--- src/rtl/fetch_queue.sv ---
// ============================================================================
// fetch_queue
// ----------------------------------------------------------------------------
// Instruction-byte prefetch queue. It reads sequential bytes from a
// synchronous memory with a 1-cycle read latency. It buffers up to DEPTH bytes
// and hands them to the core through a VALID/POP handshake. LOAD flushes the
// queue and restarts fetching at LOAD_ADDR.
//
// Ports
//   CLK        in   1   clock, all state updates on posedge
//   R          in   1   synchronous active-high reset (overrides LOAD/POP)
//   LOAD       in   1   flush queue, restart fetch at LOAD_ADDR
//   LOAD_ADDR  in   16  new fetch address
//   POP        in   1   consumer takes head byte (honoured only when VALID)
//   DATA_OUT   out  8   head byte (8'h00 while VALID=0)
//   DATA_PC    out  16  address of head byte
//   VALID      out  1   queue non-empty
//   COUNT      out  3   bytes held (0..DEPTH)
//   MEM_ADDR   out  16  memory read address (current fetch pc)
//   MEM_RD     out  1   read issued this cycle
//   MEM_DATA   in   8   read data, valid the cycle after MEM_RD
// ============================================================================
module fetch_queue #(
    parameter int unsigned DEPTH    = 4,
    parameter logic [15:0] RESET_PC = 16'h0000
) (
    input  logic                     CLK,
    input  logic                     R,
    input  logic                     LOAD,
    input  logic [15:0]              LOAD_ADDR,
    input  logic                     POP,
    output logic [7:0]               DATA_OUT,
    output logic [15:0]              DATA_PC,
    output logic                     VALID,
    output logic [$clog2(DEPTH):0]   COUNT,
    output logic [15:0]              MEM_ADDR,
    output logic                     MEM_RD,
    input  logic [7:0]               MEM_DATA
);

    localparam int unsigned PW = $clog2(DEPTH);
    localparam int unsigned CW = PW + 1;
    localparam logic [CW:0] DEPTH_W = DEPTH[CW:0];

    logic [15:0]   fetch_pc_q, fetch_pc_d;
    logic [15:0]   head_pc_q,  head_pc_d;
    logic [PW-1:0] rd_ptr_q,   rd_ptr_d;
    logic [PW-1:0] wr_ptr_q,   wr_ptr_d;
    logic [CW-1:0] count_q,    count_d;
    logic          inflight_q, inflight_d;
    logic [7:0]    mem_q [DEPTH];

    logic [CW:0]   credit_used;
    logic          issue;
    logic          ret;
    logic          pop_ok;

    // Credit counts the outstanding read as occupied. It uses the count before
    // any POP on this edge, so the queue can never overflow.
    assign credit_used = {1'b0, count_q} + {{CW{1'b0}}, inflight_q};
    assign issue       = !R && !LOAD && (credit_used < DEPTH_W);
    assign ret         = inflight_q && !LOAD;
    assign pop_ok      = POP && (count_q != '0) && !LOAD;

    always_comb begin
        fetch_pc_d = fetch_pc_q;
        head_pc_d  = head_pc_q;
        rd_ptr_d   = rd_ptr_q;
        wr_ptr_d   = wr_ptr_q;
        count_d    = count_q;
        inflight_d = 1'b0;
        if (LOAD) begin
            // The return due this cycle and any POP are both dropped.
            fetch_pc_d = LOAD_ADDR;
            head_pc_d  = LOAD_ADDR;
            rd_ptr_d   = '0;
            wr_ptr_d   = '0;
            count_d    = '0;
        end else begin
            if (issue) begin
                fetch_pc_d = fetch_pc_q + 16'd1;
                inflight_d = 1'b1;
            end
            if (ret) begin
                wr_ptr_d = wr_ptr_q + PW'(1);
            end
            if (pop_ok) begin
                rd_ptr_d  = rd_ptr_q + PW'(1);
                head_pc_d = head_pc_q + 16'd1;
            end
            case ({ret, pop_ok})
                2'b10:   count_d = count_q + CW'(1);
                2'b01:   count_d = count_q - CW'(1);
                default: count_d = count_q;
            endcase
        end
    end

    always_ff @(posedge CLK) begin
        if (R) begin
            fetch_pc_q <= RESET_PC;
            head_pc_q  <= RESET_PC;
            rd_ptr_q   <= '0;
            wr_ptr_q   <= '0;
            count_q    <= '0;
            inflight_q <= 1'b0;
        end else begin
            fetch_pc_q <= fetch_pc_d;
            head_pc_q  <= head_pc_d;
            rd_ptr_q   <= rd_ptr_d;
            wr_ptr_q   <= wr_ptr_d;
            count_q    <= count_d;
            inflight_q <= inflight_d;
        end
    end

    // The storage array is left unreset. DATA_OUT is gated while empty, so
    // stale entries are never visible.
    always_ff @(posedge CLK) begin
        if (!R && ret) begin
            mem_q[wr_ptr_q] <= MEM_DATA;
        end
    end

    assign VALID    = (count_q != '0);
    assign COUNT    = count_q;
    assign DATA_OUT = VALID ? mem_q[rd_ptr_q] : '0;
    assign DATA_PC  = head_pc_q;
    assign MEM_ADDR = fetch_pc_q;
    assign MEM_RD   = issue;

endmodule

--- config.mk ---
export PLATFORM = sky130hd
export DESIGN_NAME = fetch_queue
export DESIGN_NICKNAME = d
export VERILOG_FILES = /design/src/rtl/fetch_queue.sv
export SDC_FILE = /design/constraint.sdc
export NUM_CORES = 1
export LEC_CHECK = 0
export CAP_MARGIN = 30
export CORE_MARGIN = 1
export CORE_UTILIZATION = 35
export DETAILED_ROUTE_END_ITERATION = 8
export PLACE_DENSITY_LB_ADDON = 0.2
export SLEW_MARGIN = 20
export SYNTH_ARGS = -nofsm -noshare
export SYNTH_HDL_FRONTEND = slang
export SYNTH_SLANG_ARGS = --single-unit
--- constraint.sdc ---
create_clock -name CLK -period 5.1 [get_ports CLK]
set_input_delay 1.275 -clock CLK [delete_from_list [all_inputs] [get_ports CLK]]
set_output_delay 1.275 -clock CLK [all_outputs]
set_load 0.01 [all_outputs]
# Word level (Yosys, flattened, before mapping)
# Memories as Yosys holds them, arrays and structs flattened. A register that Yosys moved wholly into a read port is not among the register bits.
# Index checks and enable logic that the tools add are counted.
totals:
  mem_count: 1
  output_inout_bits: 45
  latch_bits: 0
  mem_bits_ro: 0
  mem_bits_rw: 32
  ff_bits: 40
op_classes:
  div: 0
  n_mux: 11
  eq_ne: 2
  reduce_logical: 13
  bitwise: 0
  shifts: 0
  magnitude_cmp: 1
  n_addsub: 7
  n_mul: 0
memory_table:
  columns: ["memory", "depth", "width", "read_ports", "rd_ports_with_merged_regs", "wr", "line_no", "text"]
  rows:
  - ["mem_q", 4, 8, 1, 1, 1, "51", "logic [7:0] mem_q [DEPTH];"]
ops:
  columns: ["operator", "n"]
  rows:
  - ["16-bit 2-to-1 mux", 4]
  - ["16-bit by 1-bit adder with 16-bit output (second input constant)", 2]
  - ["8-bit 2-to-1 mux", 1]
  - ["1-bit logical AND", 6]
  - ["3-bit one-hot mux with 2 select lines", 1]
  - ["2-bit nonzero test", 3]
  - ["2-bit by 1-bit adder with 2-bit output (second input constant)", 2]
  - ["3-bit by 1-bit adder with 4-bit output", 1]
  - ["4-bit by 3-bit less-than comparator with 1-bit output (second input constant)", 1]
  - ["2-bit 2-to-1 mux", 2]
  - ["3-bit by 1-bit adder with 3-bit output (second input constant)", 1]
  - ["1-bit 2-to-1 mux", 3]
  - ["3-bit nonzero test", 1]
  - ["3-bit by 1-bit subtractor with 3-bit output (second input constant)", 1]
  - ["2-bit by 1-bit equality test with 1-bit output (second input constant)", 1]
  - ["2-bit equality test (second input constant)", 1]
  - ["1-bit zero test", 2]
  - ["2-bit OR reduction", 1]

# Longest topological paths before layout
logic_depth:
  depth_word: 5
  depth_mapped: 9
  ltp_nobuf: 8

# Least setup slack after synthesis
# Ideal clock, no wire load.
synth_path:
  kind: "input to register"
  start: "in POP"
  end: "reg count_q[2] (netlist: COUNT[2])"
  t_required_ns: 5.029
  slack_ns: 1.980
  path_stages: 9
  path_buffers: 1
  arrival_ns: 3.050
  path_cell_list: "o31ai_1 > clkbuf_1 > nor2_1 > ha_1 > inv_1 > fa_1 > xor2_1 > or3_2 > a21oi_1"
synth_via:
  elab_chain_len: 4
  word_cells_on_any_way: 6
  cone_classes: "2 x eq/ne; 1 x mux; 3 x reduce/logical"
synth_rtl:
  columns: ["element", "line_no", "text"]
  rows:
  - ["start, declared", "31", "input logic POP,"]
  - ["1-bit logical AND * (2 in a row)", "63", "assign pop_ok = POP && (count_q != '0) && !LOAD;"]
  - ["net pop_ok", "56", "logic pop_ok;"]
  - ["2-bit by 1-bit equality test with 1-bit output / 2-bit equality test (equally long branches)", "91", "case ({ret, pop_ok})"]
  - ["3-bit one-hot mux with 2 select lines / 2-bit nonzero test (equally long branches)", null, null]
  - ["end signal, assigned", "112", "count_q <= count_d;"]
  - ["end, declared", "49", "logic [CW-1:0] count_q, count_d;"]
# Mark *: on every way through the listed nets, which the timed path passes. The rest lies on a longest branch.
# A chain may end at the register's enable or synchronous reset.

# Worst setup path after layout
layout_path:
  start: "in LOAD"
  end: "out MEM_RD"
layout_via:
  elab_chain_len: 3
layout_rtl:
  columns: ["element", "line_no", "text"]
  rows:
  - ["start, declared", "29", "input logic LOAD,"]
  - ["1-bit zero test", "61", "assign issue = !R && !LOAD && (credit_used < DEPTH_W);"]
  - ["1-bit logical AND (2 in a row)", "61", null]
  - ["end, declared", "37", "output logic MEM_RD,"]
# No other way between the ends.

==> impl_metrics.yaml <==
outcome:
  status: "finished, final reports clean"
floorplanning:
  initial_utilization_pct: 36.4
  fp.dieH_um: 101
  core_area_um2: 9330
  die_w_um: 101
  rows: 35
  die_area_um2: 10100
  num_io_pins: 73
final_layout:
  stdcell_count: 531
  final_layout_size_suffix_gt1_share_pct: 7.96
  fin_nets: 433
  final_cell_mix: "clkdlybuf4s50_1 (72), dfxtp_1 (42), edfxtp_1 (32)"
  seqCellArea_um2: 1800
  syn2layout_area_growth_pct: 31.0
  nFillCells: 877
  multiInputGateArea_um2: 1460
  final_common_cell: "clkdlybuf4s50_1"
  insertedDiodeCount: 0
synthesis:
  async_reset_ff_share_pct: 0
  syn_area_um2: 3400
  synth_top_cell_by_area: "edfxtp_1"
  ys_ff_latch: 74
  synth_warnings: 0
  synth_edf_count: 32
  synth_top_area_share_pct: 28.3
  synth-main-ff-cell: "dfxtp_1"
  yosysUniqueCellTypes: 48
  synthesis.nets: 361
  ys_seq_area_share_pct: 53.0
  synthCells: 325
  netlist_top_cells_area: "edfxtp_1 (28%), dfxtp_1 (25%), mux4_2 (5.3%)"
  syn-mean-instance-area_um2: 10.5
critical_path:
  r2r_start: "COUNT[2]"
  r2r_cells: 9
  endpoint_kind: "output port"
  startpoint: "LOAD"
  worst_ep_arrival_time_ps: 3000
  cp-start-kind: "input pin"
  rrSetupSlack_ps: 2620
  critPathKind: "input pin to output port"
  reg2reg_to: "COUNT[2]"
  cp_max_fo: 12
  critPathCapture: "MEM_RD"
  worstPathRequired_ps: 3830
cts:
  cts_tree: "done"
  post_cts_resized: 0
  cts.htree.levels: 3
  path_clk_slew_ps: 80
  hold_buffers: 0
  cts-buffers-inserted: 9
  cts-root-buf: "clkbuf_8"
  post_cts_buffers: 0
  clkLatencyLatePin_ps: 340
  clkSinkCount: 74
  clock_path_buffers: 2
detailed_routing:
  drt_iter0_drc: 124
  post_drt_wl_per_cell_um: 15.5
  dr.pass1.iters: 4
  ant_nets: 0
  vias: 2644
  remaining_drc_errors: 0
  totalWireLength_mm: 8.26
  viasPerCell: 4.98
global_route:
  antenna_found_initial: 0
  grt_pass1_wl_mm: 13.1
  grt_pass1_vias: 2494
  grt_overflow: 0
  grt_usage_pct: 17.2
  grt_max_degree: 32
sta:
  finalSetupTns_ps: 0
  finalCritPeriodShare_pct: 83.8
  worst_slew_pin_slew_ps: 850
  hold_viol: 0
  final-max-slew-violation-count: 0
  max_slew_margin_pct: 42.8
  setup_ws_ps: 829
  setup_viol: 0
  rsz0062_at_grt: "false"
  max_freq_mhz: 234
  period_needed_ps: 4270
  fin_worst_skew_ps: 10.8
placement:
  dp_cells: 515
  hpwl_mm: 5.80
  pre_cts_slack_ps: 832
  place_congestion: 0.855
  port_buffers: 72
power_and_ir_drop:
  share_seq_of_total_power_pct: 51.2
  switchingPower_mw: 0.304
  swShare_pct: 23.6
  p_total_mw: 1.29
  pwr_density_cell_nw_per_um2: 289
  peakVddDrop_uv: 199
  p_int_mw: 0.983
  power_frac_clock_pct: 38.7
  p_leak_nw: 1.51
  combPwrFrac_pct: 10.1
min_path:
  min_from: "MEM_ADDR[15]"
  hold_class: "flip-flop to flip-flop"
flow_run:
  drv_cap: 0
[logic make-up (layout without fill, tap and decap cells)]
group | after synthesis | in the layout | share of synthesized area [%]
simple gates | 119 | 119 | 17.2
flops | 74 | 74 | 53.0
compound gates | 60 | 60 | 10.8
buf+inv | 32 | 109 | 4.16
xor+xnor | 19 | 19 | 4.90
mux | 13 | 13 | 6.81
fa+ha+maj | 8 | 8 | 3.17
[power groups by stage]
stage	Combinational, mW	Sequential (mW)	Clock, mW
final	0.130	0.659	0.498
after global routing	0.142	0.663	0.532
after CTS	0.131	0.659	0.507
after detailed placement	0.130	0.672	0
after global placement	0.129	0.673	0
after floorplan	0.0520	0.673	0
[cell usage after synthesis (all sizes together) (3+ instances only)]
| library cell | n |
|---|---|
| a21oi | 21 |
| nand4 | 9 |
| xor2 | 9 |
| a21boi | 4 |
| and3 | 8 |
| nor2 | 30 |
| o211ai | 3 |
| nand2 | 29 |
| nand3 | 10 |
| ha | 7 |
| or3 | 5 |
| mux2i | 4 |
| nor4 | 5 |
| xnor2 | 10 |
| a31oi | 8 |
| nor3 | 9 |
| clkbuf | 13 |
| mux4 | 8 |
| inv | 17 |
| nor2b | 8 |
| dfxtp | 42 |
| o21ai | 10 |
| edfxtp | 32 |
[worst min path at each step]
stage | to | slack, ps | cells past startpoint
3_5_place_dp | rd_ptr_q[1] | 510 | 2
6_report | MEM_ADDR[15] | 520 | 2
2_1_floorplan | flip-flop | 480 | 2
5_1_grt | MEM_ADDR[1] | 570 | 2
3_3_place_gp | flip-flop | 500 | 2
4_1_cts | MEM_ADDR[15] | 530 | 2
[area by class of cell]
cell class	instances	share of cell area, %
multi-input cells	219	32.7
clock inverters	6	2.02
inverters	17	1.43
clock buffers	10	2.87
repair buffers	76	16.9
well taps	129	3.63
flip-flops and latches	74	40.5
[critical path, stage by stage]
cell             delay [ps]
clkdlybuf4s50_1         420
nor3_1                  210
nand2_1                 270
inv_1                   240
clkdlybuf4s50_1         570
[metrics by stage]
stage | util, % | hold slack (ps) | area, um^2
finish | 47.7 | 525 | 4450
global route | 47.7 | 567 | 4450
CTS | 47.7 | 532 | 4450
detailed placement | 45.4 | 511 | 4230
global placement | 45.4 | 504 | 4230
floorplan | - | 485 | 3400
[routing by layer]
metal	track usage, %	vias to the layer above	wire length (um)
li1	-	1319	-
met1	24.2	1248	3870
met2	26.0	70	3820
met3	3.12	7	468
met4	7.13	0	96
met5	0	-	0
[sequential cells by signal, summed over array words and instances (netlist names), named ones only]
| signal | flops |
|---|---|
| MEM_ADDR | 16 |
| DATA_PC | 16 |
| rd_ptr_q | 2 |
| inflight_q | 1 |
| COUNT | 3 |
| wr_ptr_q | 2 |
| mem_q | 32 |
No activity file was read; power rests on OpenSTA's default activity.
